`config.mk`:
```
export PLATFORM = sky130hd
export DESIGN_NAME = multi_rail_monitor
export DESIGN_NICKNAME = d
export VERILOG_FILES = /design/src/rtl/multi_rail_monitor_pkg.sv /design/src/rtl/multi_rail_monitor_rail_supervisor.sv /design/src/rtl/multi_rail_monitor.sv
export SDC_FILE = /design/constraint.sdc
export NUM_CORES = 1
export LEC_CHECK = 0
export CAP_MARGIN = 20
export CELL_PAD_IN_SITES_DETAIL_PLACEMENT = 0
export CELL_PAD_IN_SITES_GLOBAL_PLACEMENT = 1
export CORE_MARGIN = 8
export CORE_UTILIZATION = 47
export CTS_CLUSTER_DIAMETER = 200
export DETAILED_ROUTE_END_ITERATION = 16
export PLACE_DENSITY_LB_ADDON = 0.05
export SLEW_MARGIN = 20
export SYNTH_ARGS = -nofsm -noshare
export SYNTH_HDL_FRONTEND = slang
export SYNTH_SLANG_ARGS = --single-unit
export TNS_END_PERCENT = 30
```
`constraint.sdc`:
```
create_clock -name i_clk -period 4.6 [get_ports i_clk]
set_input_delay 0.46 -clock i_clk [delete_from_list [all_inputs] [get_ports i_clk]]
set_output_delay 0.46 -clock i_clk [all_outputs]
set_load 0.005 [all_outputs]
```
`src/rtl/multi_rail_monitor_pkg.sv`:
```
// Shared definitions for the multi-rail power supervisor:
// the per-rail state encoding and a small fault-state helper.
package multi_rail_monitor_pkg;

  localparam int STATE_WIDTH = 3;

  typedef enum logic [STATE_WIDTH-1:0] {
    ST_OFF     = 3'd0,
    ST_STARTUP = 3'd1,
    ST_GOOD    = 3'd2,
    ST_VFAULT  = 3'd3,
    ST_IFAULT  = 3'd4
  } rail_state_t;

  // True for either latched fault state
  function automatic logic is_fault(input rail_state_t s);
    return (s == ST_VFAULT) || (s == ST_IFAULT);
  endfunction

endpackage

```
`src/rtl/multi_rail_monitor_rail_supervisor.sv`:
```
// One rail's supervision FSM: stability window before GOOD, fault filter
// window while GOOD, and fault latching until an explicit clear.
// Next-state flags are exported so the top level can build aggregate
// flags that line up with the registered per-rail outputs.
module rail_supervisor
  import multi_rail_monitor_pkg::*;
#(
  parameter int STARTUP_DELAY = 0,
  parameter int ERROR_DELAY   = 0,
  parameter int COUNTER_WIDTH = 23
) (
  input  logic clk,
  input  logic rst,
  input  logic enable,
  input  logic voltage_good,
  input  logic current_good,
  input  logic fault_clear,
  output logic rail_good,
  output logic voltage_fault,
  output logic current_fault,
  output logic good_next,
  output logic fault_next
);

  localparam logic [COUNTER_WIDTH-1:0] START_LIMIT = COUNTER_WIDTH'(STARTUP_DELAY);
  localparam logic [COUNTER_WIDTH-1:0] ERROR_LIMIT = COUNTER_WIDTH'(ERROR_DELAY);

  rail_state_t              state_reg, state_next;
  logic [COUNTER_WIDTH-1:0] count_reg, count_next;
  logic                     sample_ok;

  assign sample_ok = voltage_good & current_good;

  // Next-state and counter logic; the counter restarts on every state change,
  // so the equality compares always fire before it could saturate
  always_comb begin
    state_next = state_reg;
    count_next = count_reg;
    unique case (state_reg)
      ST_OFF: begin
        if (enable) state_next = ST_STARTUP;
      end
      ST_STARTUP: begin
        if (!enable) begin
          state_next = ST_OFF;
        end else if (sample_ok) begin
          if (count_reg == START_LIMIT) state_next = ST_GOOD;
          else                          count_next = count_reg + 1'b1;
        end else begin
          count_next = '0;
        end
      end
      ST_GOOD: begin
        if (!enable) begin
          state_next = ST_OFF;
        end else if (!sample_ok) begin
          // Voltage fault takes priority when both comparators are low
          if (count_reg == ERROR_LIMIT) state_next = voltage_good ? ST_IFAULT : ST_VFAULT;
          else                          count_next = count_reg + 1'b1;
        end else begin
          count_next = '0;
        end
      end
      ST_VFAULT, ST_IFAULT: begin
        if (fault_clear) state_next = enable ? ST_STARTUP : ST_OFF;
      end
      default: state_next = ST_OFF;
    endcase
    if (state_next != state_reg) count_next = '0;
  end

  assign good_next  = (state_next == ST_GOOD);
  assign fault_next = is_fault(state_next);

  // State, counter and decoded status LEDs
  always_ff @(posedge clk or posedge rst) begin
    if (rst) begin
      state_reg     <= ST_OFF;
      count_reg     <= '0;
      rail_good     <= 1'b0;
      voltage_fault <= 1'b0;
      current_fault <= 1'b0;
    end else begin
      state_reg     <= state_next;
      count_reg     <= count_next;
      rail_good     <= (state_next == ST_GOOD);
      voltage_fault <= (state_next == ST_VFAULT);
      current_fault <= (state_next == ST_IFAULT);
    end
  end

endmodule

```
`src/rtl/multi_rail_monitor.sv`:
```
// Multi-rail power supervisor top: one rail_supervisor per rail, plus
// aggregate good/fault flags and the fault-shutdown enable register.
module multi_rail_monitor
  import multi_rail_monitor_pkg::*;
#(
  parameter int NUM_RAILS      = 4,
  parameter int STARTUP_DELAY  = 0,
  parameter int ERROR_DELAY    = 0,
  parameter int COUNTER_WIDTH  = 23,
  parameter int FAULT_SHUTDOWN = 1
) (
  input  logic                 i_clk,
  input  logic                 i_rst,
  input  logic [NUM_RAILS-1:0] i_enable,
  input  logic [NUM_RAILS-1:0] i_voltageGood,
  input  logic [NUM_RAILS-1:0] i_currentGood,
  input  logic                 i_faultClear,
  output logic [NUM_RAILS-1:0] o_railEnable,
  output logic [NUM_RAILS-1:0] o_railGood,
  output logic [NUM_RAILS-1:0] o_voltageFault,
  output logic [NUM_RAILS-1:0] o_currentFault,
  output logic                 o_allGood,
  output logic                 o_anyFault
);

  logic [NUM_RAILS-1:0] good_next;
  logic [NUM_RAILS-1:0] fault_next;
  logic                 any_fault_next;
  logic                 all_good_next;
  logic                 shutdown_next;
  logic [NUM_RAILS-1:0] rail_enable_reg;
  logic                 all_good_reg;
  logic                 any_fault_reg;

  generate
    for (genvar gi = 0; gi < NUM_RAILS; gi++) begin : g_rail
      rail_supervisor #(
        .STARTUP_DELAY (STARTUP_DELAY),
        .ERROR_DELAY   (ERROR_DELAY),
        .COUNTER_WIDTH (COUNTER_WIDTH)
      ) u_rail (
        .clk           (i_clk),
        .rst           (i_rst),
        .enable        (i_enable[gi]),
        .voltage_good  (i_voltageGood[gi]),
        .current_good  (i_currentGood[gi]),
        .fault_clear   (i_faultClear),
        .rail_good     (o_railGood[gi]),
        .voltage_fault (o_voltageFault[gi]),
        .current_fault (o_currentFault[gi]),
        .good_next     (good_next[gi]),
        .fault_next    (fault_next[gi])
      );
    end
  endgenerate

  // Aggregates from next-state so they align with the per-rail outputs
  always_comb begin
    any_fault_next = |fault_next;
    all_good_next  = (|i_enable) && (&(good_next | ~i_enable));
    shutdown_next  = (FAULT_SHUTDOWN != 0) && any_fault_next;
  end

  // Registered rail enables and aggregate flags
  always_ff @(posedge i_clk or posedge i_rst) begin
    if (i_rst) begin
      rail_enable_reg <= '0;
      all_good_reg    <= 1'b0;
      any_fault_reg   <= 1'b0;
    end else begin
      rail_enable_reg <= i_enable & ~{NUM_RAILS{shutdown_next}};
      all_good_reg    <= all_good_next;
      any_fault_reg   <= any_fault_next;
    end
  end

  assign o_railEnable = rail_enable_reg;
  assign o_allGood    = all_good_reg;
  assign o_anyFault   = any_fault_reg;

endmodule

```
Word-level counts from Yosys, hierarchy flattened
Index checks and enable logic that the tools add are counted.
{"block": "op_classes", "eq_ne": 40, "addsub": 4, "n_reduce_logical": 28, "bitwise": 8, "n_mux": 72}
{"operator": "two-way mux 23 bit", "count": 24}
{"operator": "case mux 23 bit (2 select lines)", "count": 4}
{"operator": "two-way mux 3 bit", "count": 36}
{"operator": "adder 23 x 1 -> 23 bit, second input constant", "count": 4}
{"operator": "logical NOT 23 bit", "count": 4}
{"operator": "== test 3 x 2 -> 1 bit, second input constant", "count": 16}
{"operator": "case mux 3 bit (4 select lines)", "count": 4}
{"operator": "== test 3 bit, second input constant", "count": 8}
{"operator": "!= test 3 x 2 -> 1 bit, second input constant", "count": 8}
{"operator": "== test 3 x 1 -> 1 bit, second input constant", "count": 4}
{"operator": "logical NOT 3 bit", "count": 4}
{"operator": "!= test 3 bit", "count": 4}
{"operator": "AND reduction 3 bit", "count": 4}
{"operator": "nonzero test 3 bit", "count": 4}
{"operator": "inverter 4 bit", "count": 2}
{"operator": "OR reduction 2 bit", "count": 4}
{"operator": "OR reduction 4 bit", "count": 2}
{"operator": "AND 1 bit", "count": 4}
{"operator": "AND 4 bit", "count": 1}
{"operator": "logical OR 1 bit", "count": 4}
{"operator": "two-way mux 1 bit", "count": 4}
{"operator": "OR 4 bit", "count": 1}
{"operator": "AND reduction 4 bit", "count": 1}
{"operator": "logical AND 1 bit", "count": 1}
{"block": "word_totals", "output_inout_bits": 18, "elab_cells": 175, "input_bits": 15, "register_bits": 122}

Depth between registers and ports, before layout
Gate-level depths: netlist (run 1).
{"block": "depth", "ltp_word": 10, "depth_mapped": 11, "ltp_nobuf": 9}

Modules after synthesis
From an unflattened synthesis (run 1), not the netlist that was laid out.
{"block": "unflattened", "hier_cells": 847, "hier_area_um2": 7613.6}
{"mod": "rail_supervisor (g_rail[0].u_rail ...)", "seq_area_each_um2": 725.7, "cells_each": 212, "area_per_inst_um2": 1876.8, "n_inst": 3}
{"mod": "rail_supervisor (g_rail[3].u_rail)", "seq_area_each_um2": 725.7, "cells_each": 190, "area_per_inst_um2": 1759.2, "n_inst": 1}
{"mod": "multi_rail_monitor", "seq_area_each_um2": 150.1, "cells_each": 21, "area_per_inst_um2": 224.0, "n_inst": 1}

Worst setup path after synthesis (run 1)
OpenSTA, ideal clock, no wires.
{"block": "synth_path", "kind": "flip-flop to flip-flop", "startpoint": "register g_rail[3].u_rail.count_reg[0]", "endpoint": "register g_rail[3].u_rail.count_reg[11]", "period_less_slack_ps": 2470, "setup_time_ps": 129, "n_path_buf": 1, "required_time_ps": 4471, "stages_incl_launch_ff": 10, "slack_ps": 2130, "arrival_time_ps": 2342, "path_cell_list": "dfrtp_1 inv_1 ha_1 nor4b_2 nand4_1 or3_1 a31oi_4 mux2i_1 buf_2 nor3_2"}
{"block": "synth_via", "elab_chain_len": 8, "elab_cells_between_ends": 21, "cone_classes": "1 x add/sub; 3 x eq/ne; 14 x mux; 3 x reduce/logical"}
{"item": "from (decl)", "line_no": "multi_rail_monitor_rail_supervisor.sv:29", "rtl": "logic [COUNTER_WIDTH-1:0] count_reg, count_next;"}
{"item": "from (signal assigned)", "line_no": "multi_rail_monitor_rail_supervisor.sv:85", "rtl": "count_reg <= count_next;"}
{"item": "branches (longest 8 deep; another with adder 23 x 1 -> 23 bit)"}
Parallel ways; which one is timed is not known. The select of a mux whose other input is x is not followed.
A chain may end at the register's enable or synchronous reset.

Worst setup path after layout (run 1)
{"block": "layout_path", "startpoint": "register g_rail[2].u_rail.count_reg[0]", "endpoint": "register g_rail[2].u_rail.count_reg[22]"}
{"block": "layout_via", "elab_chain_len": 8, "elab_cells_between_ends": 21, "cone_classes": "1 x add/sub; 3 x eq/ne; 14 x mux; 3 x reduce/logical"}
{"item": "from (decl)", "line_no": "multi_rail_monitor_rail_supervisor.sv:29"}
{"item": "from (signal assigned)", "line_no": "multi_rail_monitor_rail_supervisor.sv:85"}
{"item": "branches (longest 8 deep; another with adder 23 x 1 -> 23 bit)"}
Parallel ways; which one is timed is not known. The select of a mux whose other input is x is not followed.

==> impl_metrics.py, run 1 <==
metrics = {
    "detailed_routing": {
        "wire_per_inst_um": 17.4,
        "drt_pass1_iterations": 6,
        "drt_iter0_drc": 510,
        "post-route-drc-count": 0,
        "drt-total-wl_mm": 19.2,
        "vias": 6680,
        "final_antenna_net_count": 0,
        "via_per_inst": 6.07,
    },
    "sta": {
        "finalWorstSetupSlack_ns": 1.29,
        "worst_pin_slew_ns": 1.10,
        "fmax_ghz": 0.302,
        "setup_viol": 0,
        "fin_crit_ns": 3.31,
        "skew_ns": 0.00813,
        "hold_viol": 0,
        "tns_ns": 0,
        "slew_viol_final": 0,
        "min_period_over_period_pct": 72.1,
        "rsz0062_at_grt": "false",
        "max_slew_margin_pct": 26.5,
    },
    "final_layout": {
        "nNetsFinal": 895,
        "area_growth_syn_to_layout_pct": 14.7,
        "utilization_pct": 55.1,
        "final_common_cell": "dfrtp_1",
        "largest_reg_flops": 92,
        "final_cell_mix": "122 x dfrtp_1, 75 x nor3_1, 68 x nor2_1",
        "drive_gt1_share_pct": 9.60,
        "diodes": 0,
    },
    "clock_tree": {
        "cts.sinks": 122,
        "numCtsBuffers": 17,
        "cts-htree-levels": 4,
        "post_cts_resized": 0,
        "postCtsSetupBuffers": 0,
        "worstSkewPairLatency_ns": 0.42,
        "tritoncts": "built",
        "clk_path_buf_depth": 2,
        "clk_pin_slew_worst_paths_ns": 0.06,
        "cts_hold_buf": 0,
        "cts-root-buf": "clkbuf_16",
    },
    "worst_setup_path": {
        "cp_slowest_cell": "a2111oi_0",
        "end_kind": "flip-flop",
        "worst-path-buf-inv": 1,
        "cpPeakStageDelay_ns": 0.59,
        "crit_path_max_fanout": 23,
        "path_cells": "inv_1 -> ha_1 -> nor4b_1 -> nand4_1 -> a2111oi_0 -> or2_0 -> o221ai_2 -> a311oi_1",
        "path_class": "flip-flop to flip-flop",
        "worstPathArrival_ns": 3.62,
        "reg2reg_to": "g_rail[2].u_rail.count_reg[22]$_DFFE_PP0P_",
        "cp.depth": 8,
        "cp-endpoint": "g_rail[2].u_rail.count_reg[22]$_DFFE_PP0P_",
        "r2r_slack_ns": 1.29,
        "cpLargestDelayFamily": "compound AO/OA/AOI/OAI gates",
        "cp.required_ns": 4.90,
        "crit_path_start": "g_rail[2].u_rail.count_reg[0]$_DFFE_PP0P_",
        "reg2reg_from": "g_rail[2].u_rail.count_reg[0]$_DFFE_PP0P_",
        "rr_worst_depth": 8,
        "setup.worst_path.start_class": "flip-flop",
    },
    "floorplanning": {
        "ios": 33,
        "fp-row-count": 46,
        "start_util_pct": 48.0,
        "dieArea_mm2": 0.0205,
        "die_h_um": 143,
        "die-width_um": 143,
        "core-area_mm2": 0.0158,
    },
    "global_routing": {
        "antenna_found_initial": 0,
        "grt_pass1_wl_mm": 32.1,
        "grt-ovfl-total": 0,
        "track_usage_pct": 19.4,
        "grt_pass1_vias": 6352,
        "grt_max_degree": 76,
    },
    "yosys": {
        "ys.flop_type": "dfrtp_1",
        "yosys_warnings": 0,
        "ys_seq_area_share_pct": 40.2,
        "synthesis.nets": 888,
        "syn_area_per_cell_um2": 8.79,
        "ys_seq_elements": 122,
        "synth-edff-count": 0,
        "synthArstFlopShare_pct": 100,
        "synthDistinctLibCells": 75,
        "syn_inst": 865,
        "synth_area_mm2": 0.00760,
    },
    "power_and_ir_drop": {
        "ir_drop_mv": 0.309,
        "p_leak_nw": 3.50,
        "powerDensity_mw_per_mm2": 415,
    },
    "job": {
        "max_cap_violations": 0,
    },
    "placement": {
        "gp_congestion": 0.837,
        "dp_slack_ns": 1.20,
        "port_buffers": 32,
        "dp_hpwl_mm": 12.9,
    },
    "status": {
        "outcome": "complete, no violations",
    },
    "worst_hold_path": {
        "hold_path.class": "flip-flop to flip-flop",
    },
}
==> layer usage <==
layer  GRT usage, %  part of all wire, %  vias to the layer above
met2           29.2                   45                      194
met5              0                    0                        -
met4           5.26                  1.1                        0
li1               -                    -                     3196
met3           4.24                  5.1                       25
met1           27.4                   48                     3265
==> layout make-up <==
| class | count | area (um2) |
|---|---|---|
| multi-input combinational | 656 | 4180 |
| clock inverter | 10 | 188 |
| timing repair buffer | 40 | 413 |
| clock buffer | 22 | 484 |
| sequential | 122 | 3050 |
| inverter | 35 | 134 |
| fill | 1423 | 7110 |
| tap | 216 | 270 |
==> through the flow <==
step	std cells	hold WS [ns]	area (um2)	total power, mW
2_1_floorplan	865	0.461	7600	1.84
3_3_place_gp	1068	0.487	8000	2.05
3_5_place_dp	1068	0.486	8000	2.06
4_1_cts	1100	0.503	8680	3.59
5_1_grt	1101	0.550	8720	3.79
6_report	1101	0.502	8720	3.62
==> logic make-up (layout without fill, tap and decap cells) <==
logic type                 count (synthesis)  count (layout)  synth area share (%)
buffers and inverters                     87             107                  5.32
DFF                                      122             122                  40.2
and+or+nand+nor                          422             422                  31.1
xor gates and xnor gates                  48              48                  5.63
adders and majority gates                  8               8                  1.32
AOI/OAI and AO/OA                        172             172                  15.7
muxes                                      6               6                 0.839
==> how the worst min path moves through the flow <==
stage                     slack (ns)                                          to  depth (start not counted)                                        from
after CTS                       0.50  g_rail[2].u_rail.count_reg[22]$_DFFE_PP0P_                          1  g_rail[2].u_rail.count_reg[22]$_DFFE_PP0P_
after floorplan                 0.46  g_rail[2].u_rail.count_reg[22]$_DFFE_PP0P_                          1  g_rail[2].u_rail.count_reg[22]$_DFFE_PP0P_
after global placement          0.49  g_rail[2].u_rail.count_reg[22]$_DFFE_PP0P_                          1  g_rail[2].u_rail.count_reg[22]$_DFFE_PP0P_
after detailed placement        0.49  g_rail[2].u_rail.count_reg[22]$_DFFE_PP0P_                          1  g_rail[2].u_rail.count_reg[22]$_DFFE_PP0P_
final                           0.50  g_rail[2].u_rail.count_reg[22]$_DFFE_PP0P_                          1  g_rail[2].u_rail.count_reg[22]$_DFFE_PP0P_
after global routing            0.55  g_rail[2].u_rail.count_reg[22]$_DFFE_PP0P_                          1  g_rail[2].u_rail.count_reg[22]$_DFFE_PP0P_
==> synthesized netlist by cell type (all sizes together) (23+ instances only) <==
| cell type | count | area (um2) |
|---|---|---|
| dfrtp | 122 | 3050 |
| nor3 | 93 | 556 |
| nor2 | 68 | 255 |
| nand2 | 64 | 240 |
| o21ai | 41 | 205 |
| a21oi | 38 | 194 |
| nand3 | 36 | 180 |
| inv | 35 | 131 |
| xnor2 | 32 | 288 |
| nor4 | 31 | 215 |
| buf | 27 | 178 |
| clkbuf | 25 | 95.1 |
| nand4 | 25 | 156 |
| and3 | 23 | 144 |
==> report_power, final <==
group,total [mW],switching (mW),internal [mW]
sequential,1.19,0.0693,1.12
combinational,0.904,0.603,0.301
clock,1.53,0.507,1.02
Power figures use the tool's default switching activity.
==> run 2, diff against run 1 <==
--- a/config.mk
+++ b/config.mk
@@ -9,7 +9,7 @@
 export CELL_PAD_IN_SITES_DETAIL_PLACEMENT = 0
 export CELL_PAD_IN_SITES_GLOBAL_PLACEMENT = 1
 export CORE_MARGIN = 8
-export CORE_UTILIZATION = 47
+export CORE_UTILIZATION = 43
 export CTS_CLUSTER_DIAMETER = 200
 export DETAILED_ROUTE_END_ITERATION = 16
 export PLACE_DENSITY_LB_ADDON = 0.05
==> constraint.sdc (replaced) <==
create_clock -name i_clk -period 2.7 [get_ports i_clk]
set_input_delay 0.27 -clock i_clk [delete_from_list [all_inputs] [get_ports i_clk]]
set_output_delay 0.27 -clock i_clk [all_outputs]
set_load 0.005 [all_outputs]
==> run 2 against run 1 <==
- non-clock buffer count increased by 57
- design area increased by 5.0%
- total power increased by 66%
- largest cell class unchanged
- largest power group unchanged
==> impl_metrics.py, run 2 (synthesis results as in run 1) <==
metrics = {
    "clock_tree": {
        "cts-htree-levels": 4,
        "clk_path_buf_depth": 2,
        "cts.sinks": 122,
        "numCtsBuffers": 17,
        "cts-root-buf": "clkbuf_16",
        "clk_pin_slew_worst_paths_ns": 0.06,
        "worstSkewPairLatency_ns": 0.42,
        "tritoncts": "built",
        "cts_hold_buf": 0,
    },
    "global_routing": {
        "grt-ovfl-total": 0,
        "grt_pass1_vias": 6657,
        "antenna_found_initial": 0,
        "grt_pass1_wl_mm": 33.2,
        "track_usage_pct": 18.2,
        "grt_max_degree": 123,
    },
    "final_layout": {
        "nNetsFinal": 952,
        "final_cell_mix": "122 x dfrtp_1, 75 x nor3_1, 68 x nor2_1",
        "utilization_pct": 52.9,
        "final_common_cell": "dfrtp_1",
        "stdcell_count": 1167,
        "largest_reg_flops": 92,
        "drive_gt1_share_pct": 15.3,
        "diodes": 0,
        "stdcell_area_mm2": 0.00915,
        "area_growth_syn_to_layout_pct": 20.4,
        "n_fill_cell": 1588,
    },
    "sta": {
        "fin_crit_ns": 2.55,
        "slew_viol_final": 0,
        "hold_ws_ns": 0.361,
        "worst_pin_slew_ns": 0.720,
        "hold_viol": 0,
        "finalWorstSetupSlack_ns": 0.150,
        "min_period_over_period_pct": 94.5,
        "rsz0062_at_grt": "false",
        "skew_ns": 0.00814,
        "fmax_ghz": 0.392,
        "setup_viol": 0,
        "max_slew_margin_pct": 51.5,
    },
    "placement": {
        "gp_congestion": 0.906,
        "place_area_mm2": 0.00849,
        "dp_hpwl_mm": 13.6,
        "placed_cells": 1135,
        "dp_slack_ns": -0.00540,
        "port_buffers": 32,
    },
    "status": {
        "outcome": "complete, no violations",
    },
    "worst_setup_path": {
        "reg2reg_from": "g_rail[3].u_rail.count_reg[13]$_DFFE_PP0P_",
        "cp.required_ns": 3.02,
        "r2r_slack_ns": 0.15,
        "crit_path_max_fanout": 23,
        "path_class": "flip-flop to flip-flop",
        "setup.worst_path.start_class": "flip-flop",
        "rr_worst_depth": 7,
        "end_kind": "flip-flop",
        "worstPathArrival_ns": 2.87,
        "reg2reg_to": "g_rail[3].u_rail.count_reg[14]$_DFFE_PP0P_",
    },
    "worst_hold_path": {
        "hold_path.class": "primary input to asynchronous set/reset pin",
    },
    "floorplanning": {
        "die_h_um": 149,
        "dieArea_mm2": 0.0222,
        "ios": 33,
        "fp-row-count": 48,
        "core-area_mm2": 0.0173,
        "die-width_um": 149,
        "start_util_pct": 44.0,
    },
    "detailed_routing": {
        "vias": 6802,
        "wire_per_inst_um": 16.7,
        "final_antenna_net_count": 0,
        "drt_pass1_iterations": 5,
        "via_per_inst": 5.83,
        "post-route-drc-count": 0,
        "drt-total-wl_mm": 19.5,
        "drt_iter0_drc": 418,
    },
    "power_and_ir_drop": {
        "powerDensity_mw_per_mm2": 658,
        "ir_drop_mv": 0.499,
        "p_leak_nw": 3.80,
    },
    "job": {
        "max_cap_violations": 0,
    },
}
-- run 2: cell count changes in the layout (fill, tap and decap cells not counted), sizes merged --
cell      previous run  this run
bufinv               5         3
inv                 35        34
buf                  8        65
clkinvlp             5         1
clkbuf              22        25
clkinv               0         4
-- run 2: critical path, stage by stage (launching register included) --
cell and delay (ns):
dfrtp_1 0.41, nor4_1 0.38, nand4_1 0.28, or4_1 0.60
a21oi_4 0.23, xnor2_2 0.10, buf_12 0.19, nor4_2 0.25
-- run 2: stage by stage --
| step | power [mW] | setup TNS (ns) |
|---|---|---|
| after global placement | 3.68 | 0 |
| after CTS | 6.06 | 0 |
| after global routing | 6.35 | 0 |
| final | 6.02 | 0 |
| after detailed placement | 3.71 | -0.00540 |
| after floorplan | 3.13 | 0 |
-- run 2: what timing repair did --
action / in CTS / in global routing
setup endpoints to repair: 2 / 75
resized for setup: 1 / 15
buffers inserted: 0 / 0
pin swaps: 0 / 2
-- run 2: final cells by class --
class | instances | area, um2 | area share [%]
Clock inverter | 7 | 114 | 1.24
Timing Repair Buffer | 97 | 858 | 9.38
Sequential cell | 122 | 3050 | 33.4
Inverter | 35 | 135 | 1.48
Tap cell | 225 | 282 | 3.08
Multi-Input combinational cell | 656 | 4230 | 46.2
Clock buffer | 25 | 485 | 5.30
-- run 2: where the power goes --
group	total, mW	internal (mW)	switching, mW	leakage (nW)
registers	2.02	1.90	0.115	1.69
logic	1.68	0.625	1.06	1.82
clock network	2.32	1.52	0.800	0.295
-- run 2: how the worst max path moves through the flow --
stage          slack [ns]  depth (start not counted)                                         end                                        from
2_1_floorplan        0.23                          9  g_rail[3].u_rail.count_reg[11]$_DFFE_PP0P_   g_rail[3].u_rail.count_reg[0]$_DFFE_PP0P_
3_3_place_gp         0.07                          7                        o_anyFault$_DFF_PP0_   g_rail[0].u_rail.count_reg[7]$_DFFE_PP0P_
3_5_place_dp       -0.005                          8                        o_anyFault$_DFF_PP0_   g_rail[2].u_rail.count_reg[0]$_DFFE_PP0P_
4_1_cts              0.02                          7                        o_anyFault$_DFF_PP0_   g_rail[0].u_rail.count_reg[7]$_DFFE_PP0P_
5_1_grt             0.005                          7                        o_anyFault$_DFF_PP0_   g_rail[0].u_rail.count_reg[7]$_DFFE_PP0P_
6_report             0.15                          7  g_rail[3].u_rail.count_reg[14]$_DFFE_PP0P_  g_rail[3].u_rail.count_reg[13]$_DFFE_PP0P_
-- run 2: metal layers --
metal | track usage, % | wire (um)
met5 | 0 | 0
met4 | 5.50 | 265
met3 | 3.94 | 829
met2 | 27.6 | 8750
met1 | 25.5 | 9660
==> run 3, diff against run 2 <==
--- a/config.mk
+++ b/config.mk
@@ -11,10 +11,11 @@
 export CORE_MARGIN = 8
 export CORE_UTILIZATION = 43
 export CTS_CLUSTER_DIAMETER = 200
+export CTS_CLUSTER_SIZE = 30
 export DETAILED_ROUTE_END_ITERATION = 16
 export PLACE_DENSITY_LB_ADDON = 0.05
 export SLEW_MARGIN = 20
 export SYNTH_ARGS = -nofsm -noshare
 export SYNTH_HDL_FRONTEND = slang
 export SYNTH_SLANG_ARGS = --single-unit
-export TNS_END_PERCENT = 30
+export TNS_END_PERCENT = 50
==> results of run 3 <==
Same layout as run 2: the final DEF is identical, and so are final timing and power.
